<file path="src/rtl/uart_pkg.sv">
// rtl/uart_pkg.sv - shared parity-mode constants, receiver state encoding and parity helper
package uart_pkg;

   localparam int PAR_NONE = 0;
   localparam int PAR_EVEN = 1;
   localparam int PAR_ODD  = 2;

   typedef enum logic [2:0] {
      IDLE   = 3'd0,
      START  = 3'd1,
      DATA   = 3'd2,
      PARITY = 3'd3,
      STOP   = 3'd4
   } rx_state_t;

   // data_xor is the XOR of all data bits; returns 1 when the received parity bit is wrong
   function automatic logic parity_error(input int mode, input logic data_xor, input logic par_bit);
      logic err;
      err = 1'b0;
      if (mode == PAR_EVEN) begin
         err = data_xor ^ par_bit;
      end else if (mode == PAR_ODD) begin
         err = ~(data_xor ^ par_bit);
      end
      return err;
   endfunction

endpackage

</file>
<file path="src/rtl/rx_fifo.sv">
// rtl/rx_fifo.sv - first-word-fall-through receive FIFO with drop indication when full
module rx_fifo
   import uart_pkg::*;
#(
   parameter int WIDTH = 10,
   parameter int DEPTH = 4
) (
   input  logic                     clk,
   input  logic                     reset,
   input  logic                     push,
   input  logic [WIDTH-1:0]         push_data,
   input  logic                     pop,
   output logic [WIDTH-1:0]         head,
   output logic                     empty,
   output logic                     full,
   output logic [$clog2(DEPTH):0]   count,
   output logic                     drop
);

   localparam int AW = $clog2(DEPTH);

   logic [WIDTH-1:0] mem [DEPTH];
   logic [AW-1:0]    wr_ptr;
   logic [AW-1:0]    rd_ptr;
   logic             do_pop;
   logic             do_push;

   assign empty   = (count == '0);
   assign full    = (count == (AW+1)'(DEPTH));
   assign do_pop  = pop && !empty;
   // A pop in the same cycle frees the slot, so a push into a full FIFO is still accepted
   assign do_push = push && (!full || do_pop);
   assign drop    = push && full && !do_pop;
   assign head    = empty ? '0 : mem[rd_ptr];

   // Storage array; only written on an accepted push, so no reset is needed
   always_ff @(posedge clk) begin
      if (do_push) begin
         mem[wr_ptr] <= push_data;
      end
   end

   // Pointers wrap naturally because DEPTH is a power of two; count tracks occupancy
   always_ff @(posedge clk or negedge reset) begin
      if (!reset) begin
         wr_ptr <= '0;
         rd_ptr <= '0;
         count  <= '0;
      end else begin
         if (do_push) begin
            wr_ptr <= wr_ptr + 1'b1;
         end
         if (do_pop) begin
            rd_ptr <= rd_ptr + 1'b1;
         end
         case ({do_push, do_pop})
            2'b10:   count <= count + 1'b1;
            2'b01:   count <= count - 1'b1;
            default: count <= count;
         endcase
      end
   end

endmodule

</file>
<file path="src/rtl/uart_rx_fifo.sv">
// rtl/uart_rx_fifo.sv - UART receiver with parity/framing checks feeding a receive FIFO
module uart_rx_fifo
   import uart_pkg::*;
#(
   parameter int CLK_FREQ    = 50000000,
   parameter int BAUD        = 9600,
   parameter int DATA_BITS   = 8,
   parameter int PARITY_MODE = 1,
   parameter int FIFO_DEPTH  = 4
) (
   input  logic                           clk,
   input  logic                           reset,
   input  logic                           RX_Port,
   input  logic                           Rd_En,
   input  logic                           Clr_Overrun,
   output logic [DATA_BITS-1:0]           Data_RX,
   output logic                           Parity_Error,
   output logic                           Framing_Error,
   output logic                           RX_Flag,
   output logic                           Full,
   output logic [$clog2(FIFO_DEPTH):0]    Count,
   output logic                           Overrun
);

   localparam int BIT_TICKS  = CLK_FREQ / BAUD;
   localparam int HALF_TICKS = BIT_TICKS / 2;
   localparam int CNT_W      = $clog2(BIT_TICKS);
   localparam logic [CNT_W-1:0] BIT_LAST  = CNT_W'(BIT_TICKS - 1);
   localparam logic [CNT_W-1:0] HALF_LAST = CNT_W'(HALF_TICKS - 1);
   localparam logic [3:0]       BITS_LAST = 4'(DATA_BITS - 1);

   rx_state_t              state;
   logic [CNT_W-1:0]       tick_cnt;
   logic [3:0]             bit_cnt;
   logic [DATA_BITS-1:0]   shreg;
   logic                   par_err;
   logic                   sync1;
   logic                   rx_s;
   logic                   rx_prev;
   logic                   fifo_push;
   logic [DATA_BITS+1:0]   fifo_wdata;
   logic [DATA_BITS+1:0]   fifo_head;
   logic                   fifo_empty;
   logic                   fifo_drop;

   // Two-flop synchronizer plus one delay stage for falling-edge detection; idles high
   always_ff @(posedge clk or negedge reset) begin
      if (!reset) begin
         sync1   <= 1'b1;
         rx_s    <= 1'b1;
         rx_prev <= 1'b1;
      end else begin
         sync1   <= RX_Port;
         rx_s    <= sync1;
         rx_prev <= rx_s;
      end
   end

   // Frame receiver: start validation at half bit, then one sample per bit period
   always_ff @(posedge clk or negedge reset) begin
      if (!reset) begin
         state    <= IDLE;
         tick_cnt <= '0;
         bit_cnt  <= '0;
         shreg    <= '0;
         par_err  <= 1'b0;
      end else begin
         case (state)
            IDLE: begin
               tick_cnt <= '0;
               if (rx_prev && !rx_s) begin
                  state <= START;
               end
            end
            START: begin
               if (tick_cnt == HALF_LAST) begin
                  tick_cnt <= '0;
                  bit_cnt  <= '0;
                  par_err  <= 1'b0;
                  state    <= rx_s ? IDLE : DATA;
               end else begin
                  tick_cnt <= tick_cnt + 1'b1;
               end
            end
            DATA: begin
               if (tick_cnt == BIT_LAST) begin
                  tick_cnt <= '0;
                  shreg    <= {rx_s, shreg[DATA_BITS-1:1]};
                  if (bit_cnt == BITS_LAST) begin
                     state <= (PARITY_MODE != PAR_NONE) ? PARITY : STOP;
                  end else begin
                     bit_cnt <= bit_cnt + 1'b1;
                  end
               end else begin
                  tick_cnt <= tick_cnt + 1'b1;
               end
            end
            PARITY: begin
               if (tick_cnt == BIT_LAST) begin
                  tick_cnt <= '0;
                  par_err  <= parity_error(PARITY_MODE, ^shreg, rx_s);
                  state    <= STOP;
               end else begin
                  tick_cnt <= tick_cnt + 1'b1;
               end
            end
            STOP: begin
               if (tick_cnt == BIT_LAST) begin
                  tick_cnt <= '0;
                  state    <= IDLE;
               end else begin
                  tick_cnt <= tick_cnt + 1'b1;
               end
            end
            default: begin
               state    <= IDLE;
               tick_cnt <= '0;
            end
         endcase
      end
   end

   // The word is written on the stop-bit sample cycle; a low stop bit marks a framing error
   assign fifo_push  = (state == STOP) && (tick_cnt == BIT_LAST);
   assign fifo_wdata = {shreg, par_err, ~rx_s};

   rx_fifo #(
      .WIDTH (DATA_BITS + 2),
      .DEPTH (FIFO_DEPTH)
   ) u_fifo (
      .clk       (clk),
      .reset     (reset),
      .push      (fifo_push),
      .push_data (fifo_wdata),
      .pop       (Rd_En),
      .head      (fifo_head),
      .empty     (fifo_empty),
      .full      (Full),
      .count     (Count),
      .drop      (fifo_drop)
   );

   // Sticky overrun: a dropped word sets it, and wins over a simultaneous clear
   always_ff @(posedge clk or negedge reset) begin
      if (!reset) begin
         Overrun <= 1'b0;
      end else if (fifo_drop) begin
         Overrun <= 1'b1;
      end else if (!Clr_Overrun) begin
         Overrun <= 1'b0;
      end
   end

   assign Data_RX       = fifo_head[DATA_BITS+1:2];
   assign Parity_Error  = fifo_head[1];
   assign Framing_Error = fifo_head[0];
   assign RX_Flag       = !fifo_empty;

endmodule

</file>
<file path="config.mk">
export PLATFORM = sky130hd
export DESIGN_NAME = uart_rx_fifo
export DESIGN_NICKNAME = d
export VERILOG_FILES = /design/src/rtl/uart_pkg.sv /design/src/rtl/rx_fifo.sv /design/src/rtl/uart_rx_fifo.sv
export SDC_FILE = /design/constraint.sdc
export NUM_CORES = 1
export LEC_CHECK = 0
export BUFFER_PORTS_ARGS = -buffer_cell sky130_fd_sc_hd__buf_4
export CORE_ASPECT_RATIO = 1.4
export CORE_UTILIZATION = 45
export CTS_CLUSTER_SIZE = 14
export DETAILED_ROUTE_END_ITERATION = 8
export HOLD_SLACK_MARGIN = 0.02
export MAX_ROUTING_LAYER = met4
export PLACE_DENSITY = 0.72
export RECOVER_POWER = 100
export SLEW_MARGIN = 20
export SYNTH_ARGS = -nofsm -noshare
export SYNTH_HDL_FRONTEND = slang
export SYNTH_SLANG_ARGS = --single-unit
</file>
<file path="constraint.sdc">
create_clock -name clk -period 9.3 [get_ports clk]
set_clock_uncertainty 0.2 [all_clocks]
set_input_delay 0.465 -clock clk [delete_from_list [all_inputs] [get_ports clk]]
set_output_delay 0.465 -clock clk [all_outputs]
set_load 0.01 [all_outputs]
</file>
==> flow_summary.json <==
{
  "status": "finished with violations",
  "failed_checks": "capacitance limit, slew limit",
  "grt_max_degree": 41,
  "setup_ws_ns": 5.80,
  "path_class": "reg2reg",
  "finalCritPeriodShare": 0.376,
  "cts_made_buffers": 9,
  "worst-path-buf-inv": 0,
  "drtPass1Iterations": 4,
  "core_area_um2": 7450,
  "path_delay_family": "simple AND/OR/NAND/NOR gates",
  "grt_use_met1": 0.174,
  "seq_power_share": 0.514,
  "grt.busiest_layer": "met2",
  "diodes": 0,
  "ys.flop_type": "edfxtp_1",
  "cts.repair.resized": 0,
  "post_drt_wl_per_cell_um": 15.5,
  "cts_max_level": 3,
  "drv_cap": 1,
  "area_growth_pct": 11.9,
  "vias_per_cell": 5.18,
  "synth_edf_count": 40,
  "net-switching-power_uw": 203,
  "fillers": 643,
  "fin_setup_tns_ns": 0,
  "grt_pass1_wl_mm": 9.79,
  "leakagePower_nw": 1.63,
  "place_hpwl_mm": 3.91,
  "drive_above_1_share": 0.170,
  "die_h_um": 107,
  "cts_tree": "done",
  "min_period_ns": 3.50,
  "yosysWarnings": 0,
  "clk_pin_slew_ns": 0.08,
  "cp-end-kind": "register",
  "ys_ff_latch": 80,
  "drc_errors": 0,
  "slowest_stage": "and2_0",
  "placed_area_um2": 3780,
  "vias": 1937,
  "critPathArrivalTime_ns": 3.28,
  "synth_nets": 257,
  "finalHoldViolCount": 0,
  "intPower_uw": 610,
  "synth_cell_type_count": 45,
  "timing.hold.ws_ns": 0.165,
  "rsz0062_at_grt": "false",
  "netlist_area_um2": 3530,
  "worst_pin_slew_ns": 2.14,
  "start_util": 0.473,
  "synth_top_cell_area_share": 0.340,
  "synth_area_leaders": "edfxtp_1, dfrtp_1, mux4_2",
  "rows": 37,
  "drtIter0Drc": 97,
  "antenna_found_initial": 0,
  "maxSlewViolCount": 41,
  "combPwrFrac": 0.111,
  "critPathLaunchType": "register",
  "final_cell_mix": "edfxtp_1, dfrtp_1, nor2_1, xnor2_1, clkbuf_1",
  "grt_use_total": 0.166,
  "clkPwrFrac": 0.375,
  "die_area_um2": 8200,
  "ir_worst_vdd_mv": 0.116,
  "crit_required_ns": 9.07,
  "layout_commonest_cell": "edfxtp_1",
  "globalRouteMet2Util": 0.294,
  "ys_seq_area_frac": 0.625,
  "async_flop_share": 0.500,
  "use_met3": 0.0383,
  "setup_viol": 0,
  "max_clock_freq_mhz": 286,
  "root_buffer": "clkbuf_8",
  "cts.sinks": 80,
  "p_total_uw": 813,
  "crit_fanout": 10,
  "cpPeakStageDelay_ns": 0.75,
  "clockBufferDepth": 2,
  "path_cells": "or4b_1 > or4_1 > nor3_1 > and2_0",
  "swShare": 0.250,
  "port_buffers": 20,
  "power_density_nw_per_um2": 206,
  "slew-limit-headroom": -0.423,
  "final_nets": 285,
  "num_io_pins": 21,
  "pre_cts_ws_ns": 6.22,
  "drt.antenna.violating_nets": 0,
  "grt_pass1_vias": 2016,
  "wirelength_mm": 5.79,
  "syn_inst": 244,
  "clock_latency_ns": 0.35,
  "grt-ovfl-total": 0,
  "die_x_um": 76.8,
  "gp_congestion": 0.779,
  "fin_area_um2": 3950,
  "synth.avg_cell_area_um2": 14.5,
  "yosysTopAreaCell": "edfxtp_1",
  "worstHoldPathType": "reg2reg"
}
cells in the mapped netlist, types with 2 or more instances:
cell type,n
nand3_1,6
and2_2,4
and2_1,11
mux4_2,10
mux2_2,9
nand2_1,9
nand3b_1,2
a21oi_1,2
clkbuf_1,3
dfstp_2,3
xnor2_1,18
edfxtp_1,40
xor2_1,8
or4_4,2
nand4_1,2
nor2b_1,4
dfrtp_1,37
o21ai_0,5
and3_1,6
nor2_1,22
ha_1,7
inv_1,11
power by group through the flow:
stage / combinational [mW] / sequential [mW] / clock, mW
after floorplan: 0.0831 / 0.404 / 0
after global placement: 0.0987 / 0.426 / 0
after detailed placement: 0.102 / 0.427 / 0
after CTS: 0.104 / 0.419 / 0.312
after global routing: 0.100 / 0.422 / 0.326
final: 0.0903 / 0.418 / 0.305
layout make-up:
type / instances / area [um^2] / share of cell area
clock buffer: 10 / 128 / 0.0323
clock inverter: 6 / 116 / 0.0295
inverter: 11 / 41.3 / 0.0105
multi-input combinational: 148 / 1210 / 0.307
sequential: 80 / 2210 / 0.559
tap: 97 / 121 / 0.0307
timing repair buffer: 22 / 125 / 0.0317
metal layers:
layer  up-vias  wire length [um]
met3         9               148
li1        923                 -
met4         0                89
met2        24              3160
met5         -                 0
met1       981              2390
state kept, by name, indices dropped and copies added, names as in the netlist, 2 cells and up:
register and flops:
u_fifo.count 3, u_fifo.mem 40, state 3, u_fifo.rd_ptr 2, bit_cnt 4, u_fifo.wr_ptr 2
tick_cnt 13, shreg 8
path summary, 6_finish.rpt:
path	cells past startpoint	end	slack, ns	start
worst max register to register	4	u_fifo.mem[0][3]	5.80	tick_cnt[3]
worst min-delay path	0	rx_s	0.16	sync1
min in group asynchronous	2	tick_cnt[1]	1.07	reset
worst max-delay path	4	u_fifo.mem[0][3]	5.80	tick_cnt[3]
max in group asynchronous	2	shreg[1]	6.60	reset
worst min register to register	0	rx_s	0.16	sync1
worst register-to-register path: cells and delay by family (launching register included):
kind | cells | cell delay (ns)
flops | 1 | 0.40
simple gates | 4 | 2.51
per-stage QoR:
stage / utilization / cells
final: 0.530 / 374
after global routing: 0.530 / 374
after CTS: 0.542 / 374
after detailed placement: 0.507 / 356
after global placement: 0.507 / 356
after floorplan: - / 244
cells by family after synthesis:
logic type	count (synthesis)	synth area share
AOI/OAI and AO/OA	12	0.0259
xor gates and xnor gates	26	0.0645
adders and majority gates	8	0.0305
buffers and inverters	16	0.0181
DFF	80	0.625
muxes	22	0.103
and+or+nand+nor	80	0.133
repair_timing:
action / in CTS / in global routing
setup buffers: 0 / 0
hold buffers: 2 / 0
endpoints found under the hold margin: 38 / 0
Power figures use the tool's default switching activity.
